## src/rtl/csi_pkg.sv

```systemverilog
// Shared types and defaults for the CSI extraction chain.
package csi_pkg;

  typedef enum logic [1:0] {
    IDLE = 2'd0,
    SKIP = 2'd1,
    EMIT = 2'd2
  } framer_state_t;

  localparam int FFT_LEN_DEFAULT = 64;
  localparam int CP_LEN_DEFAULT  = 16;

endpackage

```

## src/rtl/axis_out_reg.sv

```systemverilog
// One-entry AXIS output register for complex samples plus tlast.
// Accepts a new beat whenever it is empty or its current beat is being taken.
module axis_out_reg #(
  parameter int W = 16
) (
  input  logic                clk,
  input  logic                rst,
  input  logic                load,
  input  logic signed [W-1:0] load_re,
  input  logic signed [W-1:0] load_im,
  input  logic                load_last,
  input  logic                ready,
  output logic                can_load,
  output logic                valid,
  output logic signed [W-1:0] re,
  output logic signed [W-1:0] im,
  output logic                last
);

  logic                valid_reg;
  logic signed [W-1:0] re_reg;
  logic signed [W-1:0] im_reg;
  logic                last_reg;

  assign can_load = !valid_reg || ready;

  always_ff @(posedge clk) begin
    if (rst) begin
      valid_reg <= 1'b0;
      re_reg    <= '0;
      im_reg    <= '0;
      last_reg  <= 1'b0;
    end else if (load) begin
      valid_reg <= 1'b1;
      re_reg    <= load_re;
      im_reg    <= load_im;
      last_reg  <= load_last;
    end else if (ready) begin
      // Data is left in place once taken; only valid drops.
      valid_reg <= 1'b0;
    end
  end

  assign valid = valid_reg;
  assign re    = re_reg;
  assign im    = im_reg;
  assign last  = last_reg;

endmodule

```

## src/rtl/ofdm_symbol_framer.sv

```systemverilog
// Strips the cyclic prefix from each OFDM symbol after a packet start and
// forwards FFT_LEN-sample blocks with tlast, for a programmed symbol count.
module ofdm_symbol_framer
  import csi_pkg::*;
#(
  parameter int FFT_LEN = FFT_LEN_DEFAULT,
  parameter int CP_LEN  = CP_LEN_DEFAULT
) (
  input  logic               clk_in,
  input  logic               rst_in,
  input  logic               start_in,
  input  logic [7:0]         num_symbols_in,
  input  logic               in_axis_tvalid,
  input  logic signed [15:0] in_re_axis_tdata,
  input  logic signed [15:0] in_im_axis_tdata,
  output logic               in_axis_tready,
  output logic               out_axis_tvalid,
  output logic               out_axis_tlast,
  output logic signed [15:0] out_re_axis_tdata,
  output logic signed [15:0] out_im_axis_tdata,
  input  logic               out_axis_tready,
  output logic               busy
);

  localparam int CW = $clog2(FFT_LEN);
  localparam logic [CW-1:0] CP_END  = CW'(CP_LEN - 1);
  localparam logic [CW-1:0] FFT_END = CW'(FFT_LEN - 1);

  framer_state_t state_reg;
  logic [CW-1:0] cnt_reg;
  logic [7:0]    sym_left_reg;
  logic          busy_reg;

  logic can_load;
  logic accept;
  logic load;

  assign in_axis_tready = !rst_in && ((state_reg != EMIT) || can_load);
  assign accept         = in_axis_tvalid && in_axis_tready;
  assign load           = accept && (state_reg == EMIT);

  always_ff @(posedge clk_in) begin
    if (rst_in) begin
      state_reg    <= IDLE;
      cnt_reg      <= '0;
      sym_left_reg <= '0;
      busy_reg     <= 1'b0;
    end else begin
      case (state_reg)
        IDLE: begin
          // A sample accepted in the start cycle is still discarded.
          if (start_in && (num_symbols_in != 8'd0)) begin
            sym_left_reg <= num_symbols_in;
            cnt_reg      <= '0;
            state_reg    <= SKIP;
            busy_reg     <= 1'b1;
          end
        end
        SKIP: begin
          if (accept) begin
            if (cnt_reg == CP_END) begin
              cnt_reg   <= '0;
              state_reg <= EMIT;
            end else begin
              cnt_reg <= cnt_reg + 1'b1;
            end
          end
        end
        EMIT: begin
          if (accept) begin
            if (cnt_reg == FFT_END) begin
              cnt_reg      <= '0;
              sym_left_reg <= sym_left_reg - 8'd1;
              if (sym_left_reg == 8'd1) begin
                state_reg <= IDLE;
                busy_reg  <= 1'b0;
              end else begin
                state_reg <= SKIP;
              end
            end else begin
              cnt_reg <= cnt_reg + 1'b1;
            end
          end
        end
        default: begin
          state_reg <= IDLE;
          busy_reg  <= 1'b0;
        end
      endcase
    end
  end

  assign busy = busy_reg;

  axis_out_reg #(.W(16)) u_out (
    .clk       (clk_in),
    .rst       (rst_in),
    .load      (load),
    .load_re   (in_re_axis_tdata),
    .load_im   (in_im_axis_tdata),
    .load_last (cnt_reg == FFT_END),
    .ready     (out_axis_tready),
    .can_load  (can_load),
    .valid     (out_axis_tvalid),
    .re        (out_re_axis_tdata),
    .im        (out_im_axis_tdata),
    .last      (out_axis_tlast)
  );

endmodule

```

## config.mk

```make
export PLATFORM = sky130hd
export DESIGN_NAME = ofdm_symbol_framer
export DESIGN_NICKNAME = d
export VERILOG_FILES = /design/src/rtl/csi_pkg.sv /design/src/rtl/axis_out_reg.sv /design/src/rtl/ofdm_symbol_framer.sv
export SDC_FILE = /design/constraint.sdc
export NUM_CORES = 1
export LEC_CHECK = 0
export BUFFER_PORTS_ARGS = -buffer_cell sky130_fd_sc_hd__buf_2
export CORE_MARGIN = 2
export CORE_UTILIZATION = 30
export DETAILED_ROUTE_END_ITERATION = 12
export GPL_TIMING_DRIVEN = 1
export RECOVER_POWER = 25
export SYNTH_ARGS = -nofsm -noshare
export SYNTH_HDL_FRONTEND = slang
export SYNTH_SLANG_ARGS = --single-unit
```

## constraint.sdc

```tcl
create_clock -name clk_in -period 2.1 [get_ports clk_in]
set_clock_uncertainty 0.1 [all_clocks]
set_input_delay 0.525 -clock clk_in [delete_from_list [all_inputs] [get_ports clk_in]]
set_output_delay 0.525 -clock clk_in [all_outputs]
set_load 0.01 [all_outputs]
```

==> qor.txt <==
Via Count - 2304
Pre-CTS setup slack - 8.30 ps
Endpoints failing setup - 0
Status - finished clean
Worst Max-Slew Pin Slew - 459 ps
Critical Path AT - 1400 ps
Worst-path clk slew - 90 ps
Number of global-route vias before repair - 2113
Initial DRC count - 106
Setup ws final - 79.3 ps
Hold Buf Count CTS - 0
Die X - 92.0 um
WL/cell - 12.1 um
Worst reg2reg endpoint - cnt_reg[5]
Cell leakage power - 0.00120 uW
RSZ-0062 raised after global routing - no
Final core utilization - 39.9%
Flops & latches, synth - 51
P&R area growth vs syn - 30.6%
Commonest non-fill, non-tap cell in the layout - nand2_1
Root buf cell - clkbuf_8
Gr busiest metal - met2
Number of cells on the worst reg-to-reg path - 7
CTS Buf Count - 5
Setup Buffers After CTS - 0
Grt ovf - 0
VDD IR max - 0.000385 V
CTS tree - done
Top-level I/O count - 81
First-pass GRT wire length - 9740 um
CP endpoint - in_axis_tready
Worst-Skew Late Latency - 300 ps
Syn Inst Count - 297
Initial antenna violation count - 0
Tmin final - 2020 ps
Final GP Congestion - 0.828
Detailed placer's ending HPWL - 4280 um
Worst Setup End Kind - output port
Met3 global-route usage - 3.29%
Final hold viol count - 0
Avg Inst Size Synth - 7.82 um^2
Die Ht - 92.0 um
ANT cells - 0
Yosys cell types - 43
DR DRC count - 0
Buffers on Ports - 80
Gr usage total - 14.1%
TNS Setup - 0 ps
Post-Synthesis Net Count - 350
Largest net degree at the start of global routing - 33
Drt first pass iters - 4
Clock Sinks - 51
Async S/R FF share, synth - 0%
Final nets - 437
Worst R2R Start - state_reg[1]
Post-route ant nets - 0
Share of cells above drive strength 1 - 25.5%
Prevailing post-synth register cell - dfxtp_1
Rel. slew slack - 69.3%
Hold crit path type - in -> reg
Pwr dens - 1090 nW/um^2
Max FO, Critical Path - 11
Fmax - 495 MHz
Full die area - 8460 um^2
Grt met2 use - 23.4%
Number of synthesized flops with an enable pin - 0
Nature of the critical path startpoint - flip-flop
FF-to-FF setup slack - 120 ps
Grt met1 use - 18.4%
Core footprint - 7610 um^2
Maximum Capacitance Violations - 0
Fin crit share - 96.2%
Final Max Tran Viols - 0
CTS max path bufs - 2
Worst EP required - 1470 ps
Starting Density - 30.5%
Via density - 4.73
Drt total wl - 5910 um
Register area share after synthesis - 43.9%
Warnings from Yosys - 0
Worst Path Class, Setup - reg -> out
Most frequent cells in the layout - 77 x nand2_1, 59 x buf_2, 49 x dfxtp_1, 48 x a21oi_1, 21 x clkbuf_1
Synthesized area - 2320 um^2
Row count - 32
H-tree levels - 2
Critical Path Source - state_reg[0]
[metal layers]
layer / wire length, um / part of all wire (%) / up-vias
met2: 2690 / 45 / 66
met3: 358 / 6.1 / 4
met4: 46 / 0.78 / 0
met5: 0 / 0 / -
met1: 2820 / 48 / 1046
li1: - / - / 1188
[kinds of logic (layout without fill, tap and decap cells)]
family	Yosys count	in the layout	share of synthesized area (%)
simple gates	129	129	25.6
compound gates	76	76	19.1
flops	51	51	43.9
buf+inv	28	116	5.01
fa+ha+maj	8	8	4.31
mux	3	3	1.29
xor+xnor	2	2	0.754
[worst min path at each step]
stage	start	endpoint	cells past startpoint
after CTS	in_im_axis_tdata[7]	u_out.im[7]	3
after detailed placement	u_out.im[9]	u_out.im[9]	2
after global routing	in_im_axis_tdata[6]	u_out.im[6]	3
final	in_im_axis_tdata[7]	u_out.im[7]	3
after global placement	u_out.re[4]	u_out.re[4]	2
after floorplan	sym_left_reg[7]	sym_left_reg[7]	2
[critical path, stage by stage (launching register included)]
cell,delay [ps]
dfxtp_2,330
inv_1,120
ha_4,220
buf_4,200
a21oi_4,70
buf_2,150
[cell type report]
| cell class | count | area (um^2) |
|---|---|---|
| sequential | 51 | 1020 |
| clock inverter | 1 | 7.51 |
| tap | 102 | 128 |
| multi-input combinational | 218 | 1230 |
| fill | 806 | 4570 |
| clock buffer | 7 | 96.3 |
| timing repair buffer | 98 | 509 |
| inverter | 10 | 37.5 |
[cells in the mapped netlist, types with 2 or more instances]
library cell	count	area, um^2
dfxtp_1	51	1020
nor3_1	5	25.0
o21ai_0	6	30.0
nor2b_1	5	31.3
nand3_1	7	35.0
a21oi_1	49	245
or3_1	4	25.0
nand2_1	77	289
or4_1	5	37.5
nand4_1	4	25.0
a31oi_1	3	18.8
nand2b_1	3	18.8
buf_2	2	10.0
nor2_1	10	37.5
ha_1	8	100
o22ai_1	2	12.5
o21ai_1	3	15.0
a211o_1	3	26.3
or2_2	2	12.5
inv_1	10	37.5
mux2i_1	3	30.0
and3_1	2	12.5
clkbuf_1	13	48.8
[per-stage QoR]
stage	area [um^2]	cells	hold WS, ps	total power, uW
2_1_floorplan	2320	297	339	2190
3_3_place_gp	2910	479	338	2620
3_5_place_dp	2910	479	343	2650
4_1_cts	3030	487	336	3310
5_1_grt	3030	487	335	3570
6_report	3030	487	345	3300
[timing repair]
action / CTS / global route
gates resized for setup: 3 / 7
gates cloned: 0 / 0
setup endpoints to repair: 3 / 18
pin swaps: 0 / 1
[report_power, final]
group	internal [uW]	total [uW]	leakage [uW]	switching, uW
combinational	665	1460	0.000735	799
clock	300	626	0.0000505	326
sequential	1110	1210	0.000414	106
total	2070	3300	0.00120	1230
Power figures use the tool's default switching activity.
